==> src/rtl/execute_unit.sv <==
// Execute stage: ALU, forwarding muxes and a multi-cycle multiply/divide unit.
// Optional operand forwarding is compiled in with `define EXECUTE_UNIT_FWD_EN.
module execute_unit #(
  parameter int DATA_W = 32,
  parameter int REG_AW = 5,
  localparam int SHAMT_W = $clog2(DATA_W)
) (
  input  logic               clk,
  input  logic               rst,
  input  logic               valid_d,
  output logic               ready_e,
  input  logic               stall_in,
  input  logic               flush,
  input  logic [DATA_W-1:0]  rd1_d,
  input  logic [DATA_W-1:0]  rd2_d,
  input  logic [DATA_W-1:0]  imm_d,
  input  logic [SHAMT_W-1:0] shamt_d,
  input  logic [REG_AW-1:0]  rt_d,
  input  logic [REG_AW-1:0]  rd_d,
  input  logic               reg_write_d,
  input  logic               mem_to_reg_d,
  input  logic               mem_write_d,
  input  logic               branch_d,
  input  logic               reg_dst_d,
  input  logic [3:0]         alu_control_d,
  input  logic [1:0]         alu_src_d,
  input  logic [1:0]         md_op_d,
  input  logic [1:0]         fwd_a_sel,
  input  logic [1:0]         fwd_b_sel,
  input  logic [DATA_W-1:0]  fwd_mem_data,
  input  logic [DATA_W-1:0]  fwd_wb_data,
  output logic [DATA_W-1:0]  alu_out_e,
  output logic [DATA_W-1:0]  write_data_e,
  output logic [REG_AW-1:0]  write_reg_e,
  output logic               reg_write_e,
  output logic               mem_to_reg_e,
  output logic               mem_write_e,
  output logic               branch_e,
  output logic               zero_e,
  output logic               valid_e,
  output logic               busy_e
);

  localparam int CNT_W = $clog2(DATA_W + 1);
  localparam logic [1:0] MD_NONE = 2'b00;
  localparam logic [1:0] MD_MUL  = 2'b01;
  localparam logic [1:0] MD_DIVU = 2'b10;

  typedef enum logic [1:0] {
    ST_IDLE = 2'd0,
    ST_RUN  = 2'd1,
    ST_DONE = 2'd2
  } state_t;

  state_t              state;
  logic [CNT_W-1:0]    count;
  logic                stage_valid;
  logic [DATA_W-1:0]   e_rd1;
  logic [DATA_W-1:0]   e_rd2;
  logic [DATA_W-1:0]   e_imm;
  logic [SHAMT_W-1:0]  e_shamt;
  logic [REG_AW-1:0]   e_rt;
  logic [REG_AW-1:0]   e_rd;
  logic                e_reg_write;
  logic                e_mem_to_reg;
  logic                e_mem_write;
  logic                e_branch;
  logic                e_reg_dst;
  logic [3:0]          e_alu_ctl;
  logic [1:0]          e_alu_src;
  logic [1:0]          e_md_op;

  // md_a: multiplicand / dividend-quotient shifter; md_b: multiplier / divisor; md_acc: product / remainder
  logic [DATA_W-1:0]   md_a;
  logic [DATA_W-1:0]   md_b;
  logic [DATA_W-1:0]   md_acc;

  logic [DATA_W-1:0]   op_a;
  logic [DATA_W-1:0]   op_b;
  logic [DATA_W-1:0]   src1;
  logic [DATA_W-1:0]   src2;
  logic [SHAMT_W-1:0]  shift;
  logic [DATA_W-1:0]   alu_result;
  logic [DATA_W-1:0]   md_result;
  logic [DATA_W:0]     div_trial;
  logic [DATA_W-1:0]   div_diff;
  logic                div_ge;
  logic                is_md;

`ifdef EXECUTE_UNIT_FWD_EN
  // Operand forwarding from the memory and write-back stages.
  always_comb begin
    op_a = e_rd1;
    op_b = e_rd2;
    case (fwd_a_sel)
      2'b01:   op_a = fwd_mem_data;
      2'b10:   op_a = fwd_wb_data;
      default: op_a = e_rd1;
    endcase
    case (fwd_b_sel)
      2'b01:   op_b = fwd_mem_data;
      2'b10:   op_b = fwd_wb_data;
      default: op_b = e_rd2;
    endcase
  end
`else
  logic unused_fwd;
  assign unused_fwd = ^{fwd_a_sel, fwd_b_sel, fwd_mem_data, fwd_wb_data};
  assign op_a = e_rd1;
  assign op_b = e_rd2;
`endif

  assign src1  = e_alu_src[0] ? {{(DATA_W-SHAMT_W){1'b0}}, e_shamt} : op_a;
  assign src2  = e_alu_src[1] ? e_imm : op_b;
  assign shift = src1[SHAMT_W-1:0];

  // Single-cycle ALU.
  always_comb begin
    alu_result = {DATA_W{1'b0}};
    case (e_alu_ctl)
      4'd0:    alu_result = src1 + src2;
      4'd1:    alu_result = src1 - src2;
      4'd2:    alu_result = src1 & src2;
      4'd3:    alu_result = src1 | src2;
      4'd4:    alu_result = src1 ^ src2;
      4'd5:    alu_result = ~(src1 | src2);
      4'd6:    alu_result = {{(DATA_W-1){1'b0}}, ($signed(src1) < $signed(src2))};
      4'd7:    alu_result = {{(DATA_W-1){1'b0}}, (src1 < src2)};
      4'd8:    alu_result = src2 << shift;
      4'd9:    alu_result = src2 >> shift;
      4'd10:   alu_result = $signed(src2) >>> shift;
      default: alu_result = {DATA_W{1'b0}};
    endcase
  end

  // Restoring-divide step: shift the next dividend bit into the partial remainder and try to subtract.
  assign div_trial = {md_acc, md_a[DATA_W-1]};
  assign div_ge    = (div_trial >= {1'b0, md_b});
  assign div_diff  = div_trial[DATA_W-1:0] - md_b;

  assign md_result = (e_md_op == MD_DIVU) ? md_a : md_acc;
  assign is_md     = (e_md_op != MD_NONE);

  assign busy_e  = (state == ST_RUN);
  assign ready_e = (state != ST_RUN) && !stall_in;
  assign valid_e = stage_valid && (!is_md || (state == ST_DONE));

  assign alu_out_e    = valid_e ? (is_md ? md_result : alu_result) : {DATA_W{1'b0}};
  assign write_data_e = valid_e ? op_b : {DATA_W{1'b0}};
  assign write_reg_e  = valid_e ? (e_reg_dst ? e_rd : e_rt) : {REG_AW{1'b0}};
  assign reg_write_e  = valid_e && e_reg_write;
  assign mem_to_reg_e = valid_e && e_mem_to_reg;
  assign mem_write_e  = valid_e && e_mem_write;
  assign branch_e     = valid_e && e_branch;
  assign zero_e       = valid_e && (alu_out_e == {DATA_W{1'b0}});

  // Stage registers and multiply/divide sequencer.
  always_ff @(posedge clk or negedge rst) begin
    if (!rst) begin
      state        <= ST_IDLE;
      count        <= {CNT_W{1'b0}};
      stage_valid  <= 1'b0;
      e_rd1        <= {DATA_W{1'b0}};
      e_rd2        <= {DATA_W{1'b0}};
      e_imm        <= {DATA_W{1'b0}};
      e_shamt      <= {SHAMT_W{1'b0}};
      e_rt         <= {REG_AW{1'b0}};
      e_rd         <= {REG_AW{1'b0}};
      e_reg_write  <= 1'b0;
      e_mem_to_reg <= 1'b0;
      e_mem_write  <= 1'b0;
      e_branch     <= 1'b0;
      e_reg_dst    <= 1'b0;
      e_alu_ctl    <= 4'd0;
      e_alu_src    <= 2'b00;
      e_md_op      <= 2'b00;
      md_a         <= {DATA_W{1'b0}};
      md_b         <= {DATA_W{1'b0}};
      md_acc       <= {DATA_W{1'b0}};
    end else if (flush) begin
      stage_valid <= 1'b0;
      state       <= ST_IDLE;
    end else begin
      if (ready_e) begin
        stage_valid  <= valid_d;
        e_rd1        <= rd1_d;
        e_rd2        <= rd2_d;
        e_imm        <= imm_d;
        e_shamt      <= shamt_d;
        e_rt         <= rt_d;
        e_rd         <= rd_d;
        e_reg_write  <= reg_write_d;
        e_mem_to_reg <= mem_to_reg_d;
        e_mem_write  <= mem_write_d;
        e_branch     <= branch_d;
        e_reg_dst    <= reg_dst_d;
        e_alu_ctl    <= alu_control_d;
        e_alu_src    <= alu_src_d;
        e_md_op      <= md_op_d;
      end
      case (state)
        ST_RUN: begin
          count <= count - CNT_W'(1);
          if (e_md_op == MD_MUL) begin
            md_acc <= md_acc + (md_b[0] ? md_a : {DATA_W{1'b0}});
            md_a   <= md_a << 1;
            md_b   <= md_b >> 1;
          end else begin
            md_acc <= div_ge ? div_diff : div_trial[DATA_W-1:0];
            md_a   <= {md_a[DATA_W-2:0], div_ge};
          end
          if (count == CNT_W'(1)) begin
            state <= ST_DONE;
          end
        end
        default: begin
          if (ready_e) begin
            if (valid_d && (md_op_d != MD_NONE)) begin
              state  <= ST_RUN;
              count  <= CNT_W'(DATA_W);
              md_a   <= rd1_d;
              md_b   <= rd2_d;
              md_acc <= {DATA_W{1'b0}};
            end else begin
              state <= ST_IDLE;
            end
          end
        end
      endcase
    end
  end

endmodule
==> config.mk <==
export PLATFORM = sky130hd
export DESIGN_NAME = execute_unit
export DESIGN_NICKNAME = d
export VERILOG_FILES = /design/src/rtl/execute_unit.sv
export SDC_FILE = /design/constraint.sdc
export NUM_CORES = 1
export LEC_CHECK = 0
export CAP_MARGIN = 5
export CORE_UTILIZATION = 50
export CTS_CLUSTER_DIAMETER = 150
export CTS_CLUSTER_SIZE = 24
export DETAILED_ROUTE_END_ITERATION = 6
export PLACE_DENSITY = 0.7
export SYNTH_ARGS = -nofsm -noshare
export SYNTH_HDL_FRONTEND = slang
export SYNTH_SLANG_ARGS = --single-unit
export TNS_END_PERCENT = 30
==> constraint.sdc <==
create_clock -name clk -period 7.5 [get_ports clk]
set_clock_uncertainty 0.1 [all_clocks]
set_input_delay 1.125 -clock clk [delete_from_list [all_inputs] [get_ports clk]]
set_output_delay 1.125 -clock clk [all_outputs]
set_load 0.005 [all_outputs]
==> results of run 1 <==
[cell type report]
type / instances / share of cell area
multi-input cells: 2722 / 0.625
inverters: 164 / 0.0216
repair buffers: 339 / 0.111
clock buffers: 15 / 0.0117
clock inverters: 3 / 0.000877
diodes: 1 / 0.0000877
well taps: 664 / 0.0291
flip-flops and latches: 229 / 0.201
[power breakdown]
part	switching, W	leakage [nW]	internal [W]	total, W
clock	0.000442	0.171	0.000325	0.000767
sequential	0.000381	2.88	0.00150	0.00188
combinational	0.00386	9.93	0.00219	0.00604
[worst max-delay path, cell delays in order, from the launching register on]
cell and delay, ns:
dfrtp_1 0.44, mux2i_4 0.27, inv_2 0.09, buf_4 0.66
nor2_1 0.49, o211ai_1 0.23, o211ai_1 0.15, o22ai_1 0.49
a211oi_1 0.29, o31a_1 0.39, a2111o_1 0.42, nor4_2 0.36
buf_4 0.17, nand4b_1 0.15, nor3_1 0.33, o211a_1 0.21
clkdlybuf4s50_1 0.51
[logic make-up after synthesis]
group | synth area share
adder cells (fa/ha/maj) | 0.0841
XOR/XNOR | 0.0259
multiplexers | 0.115
AND/OR/NAND/NOR | 0.231
buffers and inverters | 0.0664
flip-flops | 0.229
AO/OA/AOI/OAI | 0.249
[metrics by stage]
stage | total power [W] | hold slack [ns]
after global routing | 0.00908 | 0.401
after CTS | 0.00839 | 0.380
after detailed placement | 0.00762 | 0.356
after floorplan | 0.00568 | 0.337
final | 0.00869 | 0.375
after global placement | 0.00748 | 0.353
[how the worst max path moves through the flow]
stage	start	endpoint
after floorplan	e_alu_src[0]$_DFFE_PN0P_	zero_e
after global placement	e_alu_src[1]$_DFFE_PN0P_	zero_e
after detailed placement	e_alu_src[0]$_DFFE_PN0P_	zero_e
after CTS	e_alu_src[1]$_DFFE_PN0P_	zero_e
after global routing	e_alu_src[1]$_DFFE_PN0P_	zero_e
final	e_alu_src[0]$_DFFE_PN0P_	zero_e
[metal layers]
metal / vias to the layer above / share of wire
li1: 12200 / -
met1: 13500 / 0.38
met2: 2006 / 0.43
met3: 457 / 0.10
met4: 2 / 0.085
met5: - / 0.00011
[cell usage in the layout (no fill, tap or decap), drive strengths merged, types with 11 or more instances in the layout]
cell type        n
nor3            49
nor2           247
and2            77
o211ai          63
a21o            52
o22ai           24
a221oi          23
nand4           23
nand3           59
nor4            20
mux4            14
clkdlybuf4s50  204
a211o           11
clkbuf          16
o221ai          22
a2111oi         13
a31oi           20
o31ai           17
buf            134
or3             19
ha             162
a211oi          60
dfrtp          229
a22o            12
inv            163
nor2b           41
xor2            31
o2111ai         16
nand2          681
o21bai          22
mux2i          215
xnor2           43
a22oi           20
nand2b          25
o21ai          243
a21oi          215
[what timing repair did]
action	CTS	global route
pin swaps	0	1
gates resized for setup	1	11
buffers inserted	0	2
endpoints found under the setup margin	1	1
cloned	0	2
==> key figures, run 1 <==
CTS
  • Root Buffer: clkbuf_16
  • CTS sink cnt: 229
  • Num CTS Buffers: 13
  • Clock Latency Late Sink: 0.52 ns
  • Worst-path clk slew: 0.10 ns
  • CTS max path bufs: 3
  • H-tree depth: 1
  • CTS tree: yes
  • Hold_buf cts: 0

Detailed routing
  • Drt total wl: 118000 um
  • Vias per inst: 6.81
  • Remaining DRCs: 1
  • TritonRoute pass-1 iters: 7
  • WL/cell: 28.4 um
  • Starting DRT DRC Count: 3966
  • Post-route ant nets: 0
  • Routed via count: 28200

GRT
  • First-pass GRT wire length: 169000 um
  • Met1 GRT Util: 0.567
  • Met2 GRT Util: 0.684
  • Busiest grt layer: met2
  • GR Layer Usage met3: 0.0848
  • Initial antenna violation count: 3
  • Largest net degree at the start of global routing: 121
  • Vias in the first global route: 26300
  • Gr usage total: 0.448
  • Total grt overflow: 0

Setup path
  • Worst setup SP type: flop
  • Reg2Reg Depth: 14
  • CP max FO: 57
  • Worst r2r src: md_b[0]$_DFFE_PN0P_
  • Required time worst endpoint: 6.27 ns
  • R2r setup slk: 2.10 ns
  • Crit path DAT: 6.21 ns
  • Kind of critical path: reg -> out
  • Worst R2R End: md_acc[31]$_DFFE_PN0P_
  • CP Capture Type: primary output

Placed design
  • Setup Slack @ Placement: 0.549 ns
  • Number of port buffers: 205
  • GP Congestion: 1.13
  • Inst Count DP: 4113
  • Dpl hpwl: 90900 um
  • Area after DPL: 0.0280 mm2

Power
  • Pwr dens: 305 mW/mm2
  • Peak VDD IR: 0.286 mV
  • Leak: 13.0 nW

Run status
  • Violated checks: design-rule violations
  • Status: finished with violations

Yosys
  • Seq/Total Area, Yosys: 0.229
  • Number of distinct library cells after synthesis: 103
  • Syn Inst Count: 3330
  • Register bit total from synthesis: 229
  • Post-synth EDFFs: 0
  • Synth top area share: 0.229
  • Yosys warns: 0
  • Most frequent cell after synthesis: nand2_1
  • FFs w/ async S/R, synth: 1.00
  • Dominant cell type by area after synthesis: dfrtp_1
  • Prevailing post-synth register cell: dfrtp_1
  • Synth top area cells: dfrtp_1, nand2_1, ha_1
  • Total nets after synthesis: 3693
  • Netlist area before placement: 0.0251 mm2
  • Average size of a mapped cell: 7.53 um2
  • Leading cell types by count after synthesis: nand2_1, nor2_1, o21ai_0

STA
  • Min cycle time layout: 7.43 ns
  • Fin crit share: 0.991
  • Worst setup margin: 0.0670 ns
  • Final slew viol count: 0
  • Relative slew slack: 0.163
  • Final Hold Viols: 0
  • Fmax: 0.135 GHz
  • Worst Tran Pin Value: 1.26 ns
  • Setup TNS: 0 ns
  • Final Setup Violations: 0

Final layout
  • FF+latch area: 0.00573 mm2
  • Layout filler cell count: 4406
  • Layout Nets: 3832
  • Final core utilization: 0.581
  • Share of cells above drive strength 1: 0.0821
  • Post-Layout Cell Count: 4137
  • Layout area overhead: 13.8%
  • Design Area, Final: 0.0285 mm2
  • Multi-input logic area: 0.0178 mm2

Floorplan
  • Initial Util: 0.510
  • DIE WIDTH: 226 um
  • Die height: 226 um
  • IO Pins: 274
  • Core Rows: 81
  • Core area: 0.0492 mm2
  • Die area: 0.0510 mm2

Hold path
  • Hold EP: e_rd1[7]$_DFFE_PN0P_
  • Hold path cells: 2
  • Hold Crit Class: reg -> reg
  • Min-Delay Startpoint: e_rd1[7]$_DFFE_PN0P_

Flow run
  • Max Cap Viol: 0
Note: power is estimated with default switching activity, not from simulation.
==> run 2, diff against run 1 <==
GPL_ROUTABILITY_DRIVEN = 1   (was not set)
==> results of run 2 <==
Final layout, timing and power as in run 1 (identical DEF).
